$ cat src/rtl/bus_arb_pkg.sv
// Shared types and constants for the processor bus arbiter and the BIU.
package bus_arb_pkg;

  typedef enum logic [1:0] {
    ST_IDLE    = 2'd0,
    ST_BUSY    = 2'd1,
    ST_RELEASE = 2'd2
  } arb_state_t;

  localparam int REQ_FCU = 0;
  localparam int REQ_EU  = 1;
  localparam int REQ_DEC = 2;

  localparam int ARB_NREQ        = 3;
  localparam int SEL_W_DEFAULT   = 2;
  localparam int TIMEOUT_DEFAULT = 15;

  // sel_biu operation codes understood by the BIU
  localparam logic [1:0] SEL_IDLE  = 2'b00;
  localparam logic [1:0] SEL_FETCH = 2'b01;
  localparam logic [1:0] SEL_READ  = 2'b10;
  localparam logic [1:0] SEL_WRITE = 2'b11;

  function automatic int rr_next(input int idx, input int n);
    return (idx + 1 >= n) ? 0 : idx + 1;
  endfunction

endpackage

$ cat src/rtl/bus_arbiter_rr_pick.sv
// Combinational round-robin picker: the first set request at or after ptr,
// wrapping modulo NREQ, wins.
module rr_pick #(
  parameter int NREQ  = 3,
  parameter int IDX_W = (NREQ > 1) ? $clog2(NREQ) : 1
) (
  input  logic [NREQ-1:0]  i_req,
  input  logic [IDX_W-1:0] i_ptr,
  output logic             o_valid,
  output logic [NREQ-1:0]  o_onehot,
  output logic [IDX_W-1:0] o_idx
);

  int v_best;
  int v_dist;

  // Smallest cyclic distance from the pointer wins; no variable bit-selects needed.
  always_comb begin
    o_idx    = '0;
    o_onehot = '0;
    v_best   = NREQ;
    v_dist   = 0;
    for (int j = 0; j < NREQ; j++) begin
      v_dist = j - int'(i_ptr);
      if (v_dist < 0) v_dist = v_dist + NREQ;
      if (i_req[j] && (v_dist < v_best)) begin
        v_best      = v_dist;
        o_idx       = IDX_W'(j);
        o_onehot    = '0;
        o_onehot[j] = 1'b1;
      end
    end
  end

  assign o_valid = |i_req;

endmodule

$ cat src/rtl/bus_arbiter.sv
// Round-robin owner of the shared 16-bit processor bus: grants one requester,
// drives the BIU chip select, and releases on ready_bus or watchdog abort.
module bus_arbiter
  import bus_arb_pkg::*;
#(
  parameter int NREQ    = ARB_NREQ,
  parameter int SEL_W   = SEL_W_DEFAULT,
  parameter int TIMEOUT = TIMEOUT_DEFAULT
) (
  input  logic                  clk,
  input  logic                  reset,
  input  logic [NREQ-1:0]       req,
  input  logic [NREQ*SEL_W-1:0] req_op,
  input  logic                  ready_bus,
  output logic                  cs_biu,
  output logic [SEL_W-1:0]      sel_biu,
  output logic [NREQ-1:0]       gnt,
  output logic [NREQ-1:0]       done,
  output logic                  busy,
  output logic                  timeout_err
);

  localparam int IDX_W = (NREQ > 1) ? $clog2(NREQ) : 1;
  localparam int CNT_W = 8;
  localparam logic [CNT_W-1:0] CNT_LAST = CNT_W'(TIMEOUT - 1);

  arb_state_t       r_state;
  logic [IDX_W-1:0] r_ptr;
  logic [IDX_W-1:0] r_win_idx;
  logic [CNT_W-1:0] r_count;
  logic             r_cs;
  logic [SEL_W-1:0] r_sel;
  logic [NREQ-1:0]  r_gnt;
  logic [NREQ-1:0]  r_done;
  logic             r_busy;
  logic             r_timeout_err;

  logic             w_valid;
  logic [NREQ-1:0]  w_onehot;
  logic [IDX_W-1:0] w_idx;
  logic [SEL_W-1:0] w_ops [NREQ];

  for (genvar gi = 0; gi < NREQ; gi++) begin : g_ops
    assign w_ops[gi] = req_op[gi*SEL_W +: SEL_W];
  end

  rr_pick #(
    .NREQ  (NREQ),
    .IDX_W (IDX_W)
  ) u_pick (
    .i_req    (req),
    .i_ptr    (r_ptr),
    .o_valid  (w_valid),
    .o_onehot (w_onehot),
    .o_idx    (w_idx)
  );

  always_ff @(posedge clk) begin
    if (reset) begin
      r_state       <= ST_IDLE;
      r_ptr         <= '0;
      r_win_idx     <= '0;
      r_count       <= '0;
      r_cs          <= 1'b0;
      r_sel         <= SEL_W'(SEL_IDLE);
      r_gnt         <= '0;
      r_done        <= '0;
      r_busy        <= 1'b0;
      r_timeout_err <= 1'b0;
    end else begin
      r_done <= '0;
      case (r_state)
        ST_IDLE: begin
          if (w_valid) begin
            r_state   <= ST_BUSY;
            r_win_idx <= w_idx;
            r_gnt     <= w_onehot;
            r_cs      <= 1'b1;
            r_sel     <= w_ops[w_idx];
            r_busy    <= 1'b1;
            r_count   <= '0;
          end
        end
        ST_BUSY: begin
          // A ready_bus on the last watchdog cycle counts as a clean completion.
          if (ready_bus || (r_count == CNT_LAST)) begin
            r_state <= ST_RELEASE;
            r_done  <= r_gnt;
            r_gnt   <= '0;
            r_cs    <= 1'b0;
            r_sel   <= SEL_W'(SEL_IDLE);
            r_ptr   <= IDX_W'(rr_next(int'(r_win_idx), NREQ));
            if (!ready_bus) r_timeout_err <= 1'b1;
          end else begin
            r_count <= r_count + CNT_W'(1);
          end
        end
        ST_RELEASE: begin
          r_state <= ST_IDLE;
          r_busy  <= 1'b0;
        end
        default: begin
          r_state <= ST_IDLE;
          r_gnt   <= '0;
          r_cs    <= 1'b0;
          r_busy  <= 1'b0;
        end
      endcase
    end
  end

  assign cs_biu      = r_cs;
  assign sel_biu     = r_sel;
  assign gnt         = r_gnt;
  assign done        = r_done;
  assign busy        = r_busy;
  assign timeout_err = r_timeout_err;

endmodule

$ cat config.mk
export PLATFORM = sky130hd
export DESIGN_NAME = bus_arbiter
export DESIGN_NICKNAME = d
export VERILOG_FILES = /design/src/rtl/bus_arb_pkg.sv /design/src/rtl/bus_arbiter_rr_pick.sv /design/src/rtl/bus_arbiter.sv
export SDC_FILE = /design/constraint.sdc
export NUM_CORES = 1
export LEC_CHECK = 0
export ABC_AREA = 1
export ABC_CLOCK_PERIOD_IN_PS = 8200
export CORE_MARGIN = 1
export CORE_UTILIZATION = 58
export DETAILED_ROUTE_END_ITERATION = 7
export HOLD_SLACK_MARGIN = 0.1
export PLACE_DENSITY = 0.87
export SYNTH_ARGS = -nofsm -noshare
export SYNTH_HDL_FRONTEND = slang
export SYNTH_SLANG_ARGS = --single-unit
$ cat constraint.sdc
create_clock -name clk -period 8.2 [get_ports clk]
set_clock_uncertainty 0.1 [all_clocks]
set_input_delay 1.23 -clock clk [delete_from_list [all_inputs] [get_ports clk]]
set_output_delay 1.23 -clock clk [all_outputs]
set_load 0.01 [all_outputs]
Yosys cells after proc, flatten, opt, wreduce, memory -nomap -nowiden. Index checks and enable logic that the tools add are counted.

Bitwise logic cells: 5. Multipliers: 0. Div/mod/pow operators: 0. Multiplexer cells: 30. Equal/unequal tests: 6. Reductions and logical operators: 16. Shift operators: 0. $lt $le $gt $ge: 8. $add $sub $neg: 8.

Operators with widths (count): $mux W32 (5); $add A32 B3 Y32 const B (3); $lt A32 B1 Y1 const B (3); $lt A32 B32 Y1 (2); $lt A32 B3 Y1 const B (1); $mux W2 (9); $mux W8 (2); $pmux W8 S2 (1); $reduce_and A3 Y1 (4); $mux W3 (3); $pmux W3 S3 (1); $add A8 B1 Y8 const B (1); $eq A8 B4 Y1 const B (1); $pmux W2 S2 (2); $reduce_and A2 Y1 (4); $reduce_or A3 Y1 (2); $sub A1 B2 Y3 const A (2); $bmux W2 S2 (1); $mux W1 (4); $ne A2 B2 Y1 const B (2); $not A1 Y1 (4); $add A2 B1 Y3 const B (1); $ge A3 B2 Y1 const B (1); $ge A3 B3 Y1 const B (1); 11 further kinds (13).

Logic and storage cells: 83. Output and inout port bits: 11. Input bits: 12. Bits in writable memories: 0. Memories: 0. Register bits after elaboration: 25. Bits in latches: 0. Bits in read-only memories: 0.

Logic depth before layout (Yosys ltp).
Depth in word-level cells: 18. Depth in mapped cells: 27. Gate-level depth less buffers: 27.

Modules after synthesis. A second synthesis with hierarchy kept.

Cells, all modules: 231. Area, all modules: 1497.7 µm².

By module, submodules not included: bus_arbiter (area each 1117.3 µm², sequential area each 500.5 µm², times used 1, cells each 165); rr_pick (area each 380.4 µm², sequential area each 0.0 µm², times used 1, cells each 66).

Worst setup path before layout. No wires, ideal clock.

Path kind: in2reg. Start: input port req[0]. End: register r_sel[0] (netlist: sel_biu[0]). Stages on the path: 25. Buffers on the path: 0. Required time: 8.029 ns. Data arrival time: 3.509 ns. Setup slack: 4.520 ns. Setup time: 0.071 ns. Path through: inv_1 > nor2_1 > ha_1 > nand2_1 > nand2_1 > nand2_1 > nand2_1 > nand2_1 > nand2_1 > inv_1 > nand2_1 > ha_1 > nand2_1 > nor2_1 > o21ai_0 > o211ai_1 > a21oi_1 > nor2_1 > nor2_1 > nand2_1 > nand2_1 > nand3_1 > nand2_1 > nand3_1 > a21oi_1.

Cells in the longest elaborated chain, start to end: 14. Elaborated cells between the ends (all ways): 18. Those cells by class: order compare: 2; eq/ne: 1; mux: 9; bitwise: 1; reduce/logical: 5.

RTL lines: start, declared (line bus_arbiter.sv:12) `input logic [NREQ-1:0] req,`; $logic_and A1 B1 Y1 (line bus_arbiter_rr_pick.sv:26) `if (i_req[j] && (v_dist < v_best)) begin`; $mux W32 (line bus_arbiter_rr_pick.sv:26); $lt A32 B32 Y1 (line bus_arbiter_rr_pick.sv:26); $logic_and A1 B1 Y1 (line bus_arbiter_rr_pick.sv:26); $mux W32 (line bus_arbiter_rr_pick.sv:26); $lt A32 B32 Y1 (line bus_arbiter_rr_pick.sv:26); $logic_and A1 B1 Y1 (line bus_arbiter_rr_pick.sv:26); $mux W2 (line bus_arbiter_rr_pick.sv:26); $not A2 Y3 (not written as such) (line bus_arbiter.sv:79) `r_sel <= w_ops[w_idx];`; $bmux W2 S2 (line bus_arbiter.sv:79); $mux W2 (not written as such) (2 in a row) (line bus_arbiter.sv:79); $mux W2 (line bus_arbiter.sv:74) `if (w_valid) begin`; $pmux W2 S2 (line bus_arbiter.sv:72) `case (r_state)`; end signal, assigned (line bus_arbiter.sv:65) `r_sel <= SEL_W'(SEL_IDLE);`; end signal, assigned (line bus_arbiter.sv:79); end signal, assigned (line bus_arbiter.sv:91) `r_sel <= SEL_W'(SEL_IDLE);`; end, declared (line bus_arbiter.sv:32) `logic [SEL_W-1:0] r_sel;`.

Parallel ways exist; a longest one is shown, timed or not. The select of a mux whose other input is x is not followed. A chain may end at the register's enable or synchronous reset.

Worst setup path after layout. Ends and elaborated chain as after synthesis.

==> key figures <==
Timing
  • Final cycle utilization of the critical path: 0.521
  • Actual slew at the worst max-slew pin: 0.568 ns
  • Setup TNS: 0 ns
  • Number of endpoints with negative hold slack in the final report: 0
  • Worst rel slew slack: 0.620
  • Max-slew violation count: 0
  • Final setup violation count: 0
  • Final Critical Period: 4.28 ns
  • Highest achievable clock rate: 234 MHz
  • RSZ-0062 raised after global routing: no
  • Min setup slack post-route: 3.92 ns

Clock network
  • CTS tree: built
  • Number of sinks on the clock net: 25
  • Count of buffers added by post-CTS timing repair for setup: 0
  • Number of buffers between clock root and the deepest sink: 2
  • Clock latency on the worst-skew pair: 0.32 ns
  • H-tree lvl count: 1
  • Number of buffers created by CTS: 3
  • Post_cts resized: 0
  • Count of hold-fix buffers inserted at cts: 0
  • CTS root buffer: clkbuf_4
  • Clock Pin Slew Worst Setup and Hold Paths: 0.14 ns

Die
  • Area of the die: 0.00293 mm^2
  • Chip Width: 54.1 um
  • Row cnt: 18
  • Initial cell density of the core: 0.624
  • Placeable core region: 0.00252 mm^2
  • I/O pin count: 23
  • Die outline height: 54.1 um

Global route
  • Overall overflow remaining after global route: 0
  • Wire length of the first global-routing pass: 5000 um
  • Combined global-route utilization of all metal layers: 0.235
  • Number of antenna violations at the first check in global routing: 0
  • Grt peak-use layer: met2
  • Met2 routing resource usage after global routing: 0.370
  • Largest net degree at the start of global routing: 17
  • Met1 Usage GRT: 0.332
  • GR met3 Demand/Resource: 0.0593
  • Number of global-route vias before repair: 1,209

Detailed routing
  • Antenna-violating nets left: 0
  • Vias per Instance: 5.03
  • Total via count in the routed design: 1,439
  • Number of violations reported at the end of detailed-routing iteration 0: 34
  • Total routed wirelength: 2940 um
  • Post-detailed-route wirelength per cell: 10.3 um
  • Number of iterations in the first detailed-routing pass: 4
  • Detailed-route DRC error count: 0

Placed design
  • Count of input and output buffers: 22
  • Detailed placement HPWL: 2430 um
  • Placed cell area: 0.00185 mm^2
  • Worst setup slack before clock tree synthesis: 3.63 ns
  • Final weighted congestion in routability-driven placement: 0.849

Logic synthesis
  • Share of flip-flops with an asynchronous set or reset: 0
  • Most frequent cells after synthesis: 45 x nand2_1, 41 x inv_1, 25 x dfxtp_1
  • Avg Synthesized Cell Area: 7.03 um^2
  • Dominant cell type by area after synthesis: dfxtp_1
  • Netlist cell types: 27
  • Top area cells in the synthesized netlist: dfxtp_1 32%, ha_1 16%, nand2_1 11%
  • Fraction of synthesized cell area taken by the top area cell type: 0.318
  • Number of synthesized flops with an enable pin: 0
  • Share of synthesized area occupied by flip-flops and latches: 0.318
  • Gate count of the mapped netlist: 224
  • Register bit total from synthesis: 25
  • Most common cell in the synthesized netlist: nand2_1
  • Post-synthesis instance area: 0.00157 mm^2
  • Ys flop type: dfxtp_1
  • Yosys warning count: 0

Worst hold path
  • Path class of the lowest-slack min-delay path: reg -> reg

Layout
  • Multi-input logic area: 926 um^2
  • Count of fill cells added during filler insertion: 209
  • Total non-filler cell area in the finished layout: 0.00188 mm^2
  • Final core occ: 0.747
  • Total number of nets in the final design: 289
  • Flip-flop and latch area: 500 um^2
  • Area overhead of the layout relative to synthesis: 19.7%
  • Antenna fix cells: 0
  • Layout cell share with drive strength beyond 1: 0.0586

Setup path
  • Slowest stage delay, CP: 0.54 ns
  • Critical path required time: 8.35 ns
  • Data arrival time of the critical path: 4.43 ns
  • Worst setup path category: in -> reg
  • Reg-to-reg slack, setup: 4.61 ns
  • Slowest stage cell, crit path: clkdlybuf4s50_1
  • Startpoint class of the critical path: input pin
  • Endpoint class of the critical path: flop
  • Largest fanout on the critical path: 6
  • CP dominant cell by count: nand2_1

Pwr
  • Max VDD drop: 211 uV
  • Leakage dissipation: 0.867 nW
  • Power per cell area: 156 mW/mm^2
  • Design Power: 294 uW

Outcome
  • Outcome: complete, no violations

Run
  • Total of max-cap violations: 0
==> flip-flops by register name, indices dropped and copies added (netlist names) <==
register / cells
busy: 1
cs_biu: 1
r_win_idx: 2
r_ptr: 2
done: 3
r_count: 8
timeout_err: 1
sel_biu: 2
r_state: 2
gnt: 3
==> routing by layer <==
metal | share of wire | wire (um) | up-vias
met5 | 0 | 0 | -
met4 | 0.0041 | 12 | 0
met3 | 0.041 | 122 | 2
met2 | 0.42 | 1220 | 27
met1 | 0.54 | 1590 | 640
li1 | - | - | 770
==> per-stage QoR <==
step	hold WS, ns	cells
floorplan	0.341	232
global placement	0.338	282
detailed placement	0.348	282
CTS	0.367	286
global route	0.397	286
finish	0.360	286
==> path summary, 6_finish.rpt <==
| path | depth (start not counted) | from | end |
|---|---|---|---|
| setup / recovery | 26 | req[0] | sel_biu[0] |
| setup reg to reg | 26 | r_ptr[1] | sel_biu[0] |
| hold reg to reg | 2 | gnt[0] | done[0] |
| hold / removal | 2 | gnt[0] | done[0] |
==> worst max-delay path: cells and delay by family <==
kind                     cells  cell delay, ns
AND/OR/NAND/NOR             17            1.45
buffers and inverters        3            0.78
adder cells (fa/ha/maj)      2            0.55
AO/OA/AOI/OAI                4            0.42
==> cells in the final DEF, fill, tap and decap left out <==
cell / Yosys / layout
nand2_1: 45 / 45
inv_1: 41 / 41
dfxtp_1: 25 / 25
nor2_1: 23 / 23
clkdlybuf4s50_1: 0 / 22
ha_1: 20 / 20
a21oi_1: 18 / 18
nand3_1: 10 / 10
conb_1: 2 / 10
o21ai_0: 7 / 7
nand4_1: 5 / 5
nor2_2: 4 / 4
nor3_1: 3 / 3
clkbuf_4: 0 / 3
inv_2: 2 / 2
a211oi_1: 2 / 2
mux2i_1: 2 / 2
nand3b_1: 2 / 2
o22ai_1: 2 / 2
nor4_2: 1 / 1
nor4_1: 1 / 1
nor2_8: 1 / 1
o211ai_1: 1 / 1
clkinv_2: 1 / 1
clkinv_1: 1 / 1
nor3_2: 1 / 1
nand3_2: 1 / 1
o31ai_1: 1 / 1
clkinvlp_4: 0 / 1
==> cell type report <==
type                            instances  share of cell area
Clock inverter                          1             0.00398
Multi-Input combinational cell        160               0.491
Inverter                               45              0.0903
Sequential cell                        25               0.266
Clock buffer                            3              0.0120
Timing Repair Buffer                   22               0.117
Tap cell                               30              0.0199
==> kinds of logic (layout without fill, tap and decap cells) <==
group	after synthesis	after routing	synth area share
compound gates	31	31	0.107
fa+ha+maj	20	20	0.159
buf+inv	47	71	0.113
flops	25	25	0.318
mux	2	2	0.0127
other cells	2	10	0.00477
simple gates	97	97	0.286
==> power by group <==
part	internal (mW)	switching, mW
Clock	0.0187	0.0378
Sequential	0.132	0.00687
Combinational	0.0404	0.0587
Total	0.191	0.103
(Power assumes the default switching activity.)
